<file path="src/rtl/vga_timing_gen.sv">
// vga_timing_gen
//   Video output stage in the pixel clock domain. Free-running raster counters
//   produce panel timing. One pixel is popped from a show-ahead FIFO per active
//   cycle, and RGB is driven aligned with BLANK. Underflow is flagged, and a
//   frame-start pulse lets the upstream reader restart.
// Ports
//   pixel_clk, pixel_rst_n   clock, asynchronous active-low reset
//   fifo_rdata, fifo_empty   show-ahead FIFO head {R,G,B} and empty flag
//   fifo_rd                  combinational pop strobe (one per active pixel)
//   frame_start              registered one-cycle pulse at counter wrap to (0,0)
//   underflow                sticky per-frame FIFO underflow flag
//   VGA_HS/VS/BLANK/R/G/B    registered panel outputs, one cycle after counters
module vga_timing_gen #(
    parameter int unsigned HDISP  = 800,
    parameter int unsigned HFP    = 40,
    parameter int unsigned HPULSE = 48,
    parameter int unsigned HBP    = 40,
    parameter int unsigned VDISP  = 480,
    parameter int unsigned VFP    = 13,
    parameter int unsigned VPULSE = 3,
    parameter int unsigned VBP    = 29
) (
    input  logic        pixel_clk,
    input  logic        pixel_rst_n,
    input  logic [23:0] fifo_rdata,
    input  logic        fifo_empty,
    output logic        fifo_rd,
    output logic        frame_start,
    output logic        underflow,
    output logic        VGA_HS,
    output logic        VGA_VS,
    output logic        VGA_BLANK,
    output logic [7:0]  VGA_R,
    output logic [7:0]  VGA_G,
    output logic [7:0]  VGA_B
);

    localparam int unsigned HTOTAL = HDISP + HFP + HPULSE + HBP;
    localparam int unsigned VTOTAL = VDISP + VFP + VPULSE + VBP;
    localparam int unsigned HW     = $clog2(HTOTAL);
    localparam int unsigned VW     = $clog2(VTOTAL);

    localparam logic [HW-1:0] H_LAST   = HW'(HTOTAL - 1);
    localparam logic [HW-1:0] H_ACT    = HW'(HDISP);
    localparam logic [HW-1:0] H_SYNC_S = HW'(HDISP + HFP);
    localparam logic [HW-1:0] H_SYNC_E = HW'(HDISP + HFP + HPULSE);
    localparam logic [VW-1:0] V_LAST   = VW'(VTOTAL - 1);
    localparam logic [VW-1:0] V_ACT    = VW'(VDISP);
    localparam logic [VW-1:0] V_SYNC_S = VW'(VDISP + VFP);
    localparam logic [VW-1:0] V_SYNC_E = VW'(VDISP + VFP + VPULSE);

    logic [HW-1:0] hcnt_q, hcnt_d;
    logic [VW-1:0] vcnt_q, vcnt_d;
    logic          hs_q, hs_d;
    logic          vs_q, vs_d;
    logic          blank_q, blank_d;
    logic [23:0]   rgb_q, rgb_d;
    logic          frame_start_q, frame_start_d;
    logic          underflow_q, underflow_d;

    logic active_c;
    logic h_wrap_c;
    logic uf_now_c;

    // Raster decode and next-state logic
    always_comb begin
        hcnt_d        = hcnt_q + HW'(1);
        vcnt_d        = vcnt_q;
        active_c      = (hcnt_q < H_ACT) && (vcnt_q < V_ACT);
        h_wrap_c      = (hcnt_q == H_LAST);
        // Gated by reset: counters sit at (0,0), which is an active pixel
        fifo_rd       = active_c && !fifo_empty && pixel_rst_n;
        uf_now_c      = active_c && fifo_empty;

        if (h_wrap_c) begin
            hcnt_d = '0;
            vcnt_d = (vcnt_q == V_LAST) ? '0 : vcnt_q + VW'(1);
        end

        hs_d          = !((hcnt_q >= H_SYNC_S) && (hcnt_q < H_SYNC_E));
        vs_d          = !((vcnt_q >= V_SYNC_S) && (vcnt_q < V_SYNC_E));
        blank_d       = active_c;
        rgb_d         = fifo_rd ? fifo_rdata : 24'h000000;
        frame_start_d = h_wrap_c && (vcnt_q == V_LAST);
        // Cleared on the frame_start cycle; a fresh underflow in that cycle still sets it
        underflow_d   = frame_start_q ? uf_now_c : (underflow_q | uf_now_c);
    end

    // State and output registers
    always_ff @(posedge pixel_clk or negedge pixel_rst_n) begin
        if (!pixel_rst_n) begin
            hcnt_q        <= '0;
            vcnt_q        <= '0;
            hs_q          <= 1'b1;
            vs_q          <= 1'b1;
            blank_q       <= 1'b0;
            rgb_q         <= 24'h000000;
            frame_start_q <= 1'b0;
            underflow_q   <= 1'b0;
        end else begin
            hcnt_q        <= hcnt_d;
            vcnt_q        <= vcnt_d;
            hs_q          <= hs_d;
            vs_q          <= vs_d;
            blank_q       <= blank_d;
            rgb_q         <= rgb_d;
            frame_start_q <= frame_start_d;
            underflow_q   <= underflow_d;
        end
    end

    assign VGA_HS      = hs_q;
    assign VGA_VS      = vs_q;
    assign VGA_BLANK   = blank_q;
    assign VGA_R       = rgb_q[23:16];
    assign VGA_G       = rgb_q[15:8];
    assign VGA_B       = rgb_q[7:0];
    assign frame_start = frame_start_q;
    assign underflow   = underflow_q;

endmodule

</file>
<file path="config.mk">
export PLATFORM = sky130hd
export DESIGN_NAME = vga_timing_gen
export DESIGN_NICKNAME = d
export VERILOG_FILES = /design/src/rtl/vga_timing_gen.sv
export SDC_FILE = /design/constraint.sdc
export NUM_CORES = 1
export LEC_CHECK = 0
export BUFFER_PORTS_ARGS = -buffer_cell sky130_fd_sc_hd__buf_2
export CAP_MARGIN = 25
export CORE_UTILIZATION = 53
export CTS_BUF_LIST = sky130_fd_sc_hd__clkbuf_8
export DETAILED_ROUTE_END_ITERATION = 8
export GPL_TIMING_DRIVEN = 0
export PLACE_DENSITY = 0.77
export SYNTH_ARGS = -nofsm -noshare
export SYNTH_HDL_FRONTEND = slang
export SYNTH_SLANG_ARGS = --single-unit
</file>
<file path="constraint.sdc">
create_clock -name pixel_clk -period 2.4 [get_ports pixel_clk]
set_clock_uncertainty 0.2 [all_clocks]
set_input_delay 0.24 -clock pixel_clk [delete_from_list [all_inputs] [get_ports pixel_clk]]
set_output_delay 0.24 -clock pixel_clk [all_outputs]
set_load 0.01 [all_outputs]
</file>
* Word-level counts from Yosys, hierarchy flattened
Cells that the tools add are included.
Operators by class: bitwise gates (word level) 1, equality and inequality tests 2, reduce and logical (&&, ||, !) cells 10, $add $sub $neg 2, multiplexer cells 4, $lt $le $gt $ge 6
Operators by type and width (count):
- 24-bit two-way mux | 1
- 10-bit by 1-bit adder with 10-bit output, second input constant | 2
- 10-bit == test, second input constant | 2
- 10-bit < comparator, second input constant | 2
- 10-bit by 9-bit < comparator with 1-bit output, second input constant | 2
- 10-bit two-way mux | 2
- 10-bit >= comparator, second input constant | 1
- 10-bit by 9-bit >= comparator with 1-bit output, second input constant | 1
- 1-bit logical AND | 7
- 1-bit zero test | 3
- 1-bit two-way mux | 1
- 1-bit bitwise OR | 1
Storage, ports and cells: output and inout bits 30, logic and storage cells 33, input port bits 27, register bits after elaboration 49

* Logic depth before layout (Yosys ltp)
depth in word-level cells 5, gate-level depth with buffers 5, mapped depth without buffers 5

* Worst setup path before layout
OpenSTA, ideal clock, no wires.
kind reg-to-output, start point reg hcnt_q[5], end point out fifo_rd, required time 1.960 ns, data arrival time 1.331 ns, setup slack 0.629 ns, path buffers 1, cell stages (with the launch flop) 5, path through dfrtp_1 o311a_1 nor3_4 and3b_4 buf_6
Between the ends: cells in the longest elaborated chain, start to end 4
Ends and longest elaborated chain:
- start, declared | RTL line 52 | logic [HW-1:0] hcnt_q, hcnt_d;
- start signal, assigned | RTL line 101 | hcnt_q <= hcnt_d;
- 10-bit < comparator | RTL line 69 | active_c = (hcnt_q < H_ACT) && (vcnt_q < V_ACT);
- 1-bit logical AND | RTL line 69
- via active_c | RTL line 61 | logic active_c;
- 1-bit logical AND (2 in a row) | RTL line 72 | fifo_rd = active_c && !fifo_empty && pixel_rst_n;
- end, declared | RTL line 27 | output logic fifo_rd,
The timed path passes the listed nets, and every way through them passes these cells.

* Worst setup path in the final report
Ends and elaborated chain as after synthesis.

==> impl_results.md <==
* Syn avg cell area at 12.4 um2
* Final nets at 287
* Worst-path maximum fanout at 10
* Hold Crit Class: input pin to asynchronous set/reset pin
* Startpoint types: flop
* Initial antenna violation count at 0
* Clock transition at path regs at 0.08 ns
* Final setup violation count at 0
* Status: completed
* EDFF count, synth at 0
* Post-synth top flop: dfrtp_1
* Cells after Synth at 164
* Slew @ Worst Pin at 0.571 ns
* Post-synthesis net count at 196
* Final min period at 2.27 ns
* Metal2 WL at 2250 um
* Worst slack at placement at 0.183 ns
* Max-cap violations at 0
* First-pass GRT wire length at 6840 um
* Clock tree buffer depth at 2
* M1 wire length at 1730 um
* Vias per cell at 5.01
* RSZ-0062 raised after global routing: no
* Initial cell density of the core at 55.6%
* Critical path class: flop to output pin
* DRC errors left at 0
* Share of cells above drive strength 1 at 37.9%
* Register area share after synthesis at 60.4%
* Post-synth ARST share at 100%
* Number of global-route vias before repair at 1559
* GR Overflow Total at 0
* Critical Path End Type: output pin
* Top Layer Used: met4
* Initial DRC Count at 59
* Detail Route met3 WL at 171 um
* Routed vias at 1522
* Gpl congestion at 0.778
* IO Pins at 57
* Die height at 64.0 um
* Drt total wl at 4210 um
* Die W at 64.0 um
* Netlist cell types at 38
* WP data arrival at 1.83 ns
* Slew Limit Fails at 0
* Leakage dissipation at 1.38 nW
* Period utilization at 94.7%
* Max-slew headroom at 61.7%
* Yosys warnings at 0
* P&R area growth vs syn at 36.7%
* Dpl hpwl at 2710 um
* Tot GR Track Use at 22.4%
* TritonCTS Buffers at 5
* Setup TNS at 0 ns
* Row count at 22
* FF+latch count, synth at 49
* Largest stage delay, worst path at 0.44 ns
* FMAX at 440 MHz
* Syn Std Cell Area at 0.00204 mm2
* CORE AREA at 0.00366 mm2
* Drt pass-1 iters at 4
* PwrDens at 559 mW/mm2
* Slack of the critical path at 0.127 ns
* Avg WL per Cell at 13.9 um
* H-tree Lvls at 2
* Die ar. at 0.00409 mm2
* Final Hold Fails at 0
* Clock root buffer: clkbuf_8
* CTS tree: built
* Largest net degree at the start of global routing at 51
* Clock latency on the worst-skew pair at 0.30 ns
* # clock sinks at 49
* Post-route ant nets at 0
* CP max stage cell: dfrtp_2
* I/O Buffers at 56
* Peak VDD IR at 0.000481 V
* Critical-path cell list: o311a_1 > nor3_4 > and3b_4 > buf_6 > buf_2
* Req. time, crit path at 1.96 ns
* Ant. Diodes at 0
sequential cells by signal, summed over array words and instances, names as in the netlist:
register / flops
frame_start: 1
hcnt_q: 10
VGA_VS: 1
rgb_q: 24
VGA_BLANK: 1
underflow: 1
VGA_HS: 1
vcnt_q: 10
placed cells by master, fill, tap and decap left out, types with 2 or more instances in the layout:
| cell type | netlist | layout |
|---|---|---|
| nand4bb_1 | 2 | 2 |
| nor2_1 | 9 | 9 |
| and3_1 | 3 | 3 |
| dfstp_2 | 2 | 2 |
| nand2_1 | 7 | 7 |
| nor3_1 | 3 | 3 |
| clkbuf_8 | 0 | 6 |
| and2_1 | 11 | 11 |
| buf_2 | 1 | 57 |
| dfrtp_1 | 47 | 45 |
| buf_6 | 2 | 2 |
| xor2_1 | 3 | 3 |
| and2_2 | 14 | 14 |
| or3_2 | 2 | 2 |
| dlygate4sd3_1 | 0 | 26 |
| nand3_1 | 10 | 10 |
| inv_1 | 5 | 6 |
| nor4_1 | 3 | 3 |
| o21ai_0 | 5 | 5 |
| ha_1 | 5 | 5 |
| xnor2_1 | 10 | 10 |
| dfrtp_2 | 0 | 2 |
| nand4_1 | 2 | 2 |
synth_stat cells (3+ instances only):
master | number | share of area [%]
nor3_1 | 3 | 0.74
and2_1 | 11 | 3.4
xor2_1 | 3 | 1.3
and2_2 | 14 | 5.2
nand3_1 | 10 | 2.5
xnor2_1 | 10 | 4.3
o21ai_0 | 5 | 1.2
nor2_1 | 9 | 1.7
nand2_1 | 7 | 1.3
nor4_1 | 3 | 0.92
dfrtp_1 | 47 | 58
ha_1 | 5 | 3.1
inv_1 | 5 | 0.92
and3_1 | 3 | 0.92
routing by layer:
metal | vias to the layer above | GRT usage, %
met5 | - | 0
met4 | 0 | 7.67
li1 | 735 | -
met2 | 38 | 42.8
met1 | 742 | 24.3
met3 | 7 | 4.29
area by class of cell:
class,instances,area [um2]
Sequential cell,49,1230
Fill cell,224,878
Multi-Input combinational cell,107,761
Timing Repair Buffer,84,568
Clock buffer,6,82.6
Tap cell,48,60.1
Clock inverter,2,33.8
Buffer,3,27.5
Inverter,5,18.8
where the power goes:
| group | leakage (nW) | total, W | internal (W) | switching, W |
|---|---|---|---|---|
| sequential | 0.638 | 0.000844 | 0.000840 | 0.00000369 |
| combinational | 0.675 | 0.000123 | 0.0000717 | 0.0000512 |
| clock | 0.0626 | 0.000588 | 0.000335 | 0.000253 |
critical path: cells and delay by family (launching register included):
kind | cells | cell delay, ns
flops | 1 | 0.44
simple gates | 2 | 0.45
compound gates | 1 | 0.40
buf+inv | 2 | 0.24
kinds of logic after synthesis:
| family | Yosys count | synth area share (%) |
|---|---|---|
| and+or+nand+nor | 80 | 25.9 |
| adders and majority gates | 5 | 3.07 |
| AOI/OAI and AO/OA | 9 | 2.77 |
| DFF | 49 | 60.4 |
| buffers and inverters | 8 | 2.27 |
| xor gates and xnor gates | 13 | 5.59 |
repair_timing:
item	CTS	global route
endpoints found under the hold margin	72	20
resized for setup	0	2
setup endpoints to repair	0	1
hold buffers	25	1
buffers inserted	0	1
final timing paths:
check,startpoint,to,slack (ns),depth (start not counted)
hold reg to reg,hcnt_q[0],hcnt_q[0],0.26,1
setup / recovery,hcnt_q[5],fifo_rd,0.13,5
setup reg to reg,hcnt_q[0],vcnt_q[6],0.44,5
hold / removal,pixel_rst_n,rgb_q[1],0.24,2
max in group asynchronous,pixel_rst_n,VGA_VS,1.17,3
min in group pixel_clk,hcnt_q[0],hcnt_q[0],0.26,1
metrics by stage:
step / utilization (%) / cell area [um2] / cells / hold WS [ns] / total power [W]
floorplan: - / 2040 / 164 / -0.256 / 0.000890
global placement: 64.9 / 2380 / 268 / 0.234 / 0.000941
detailed placement: 64.9 / 2380 / 268 / 0.251 / 0.000945
CTS: 74.9 / 2740 / 301 / -0.0401 / 0.00156
global route: 76.0 / 2780 / 304 / 0.280 / 0.00161
finish: 76.0 / 2780 / 304 / 0.242 / 0.00155
Power figures use the tool's default switching activity.
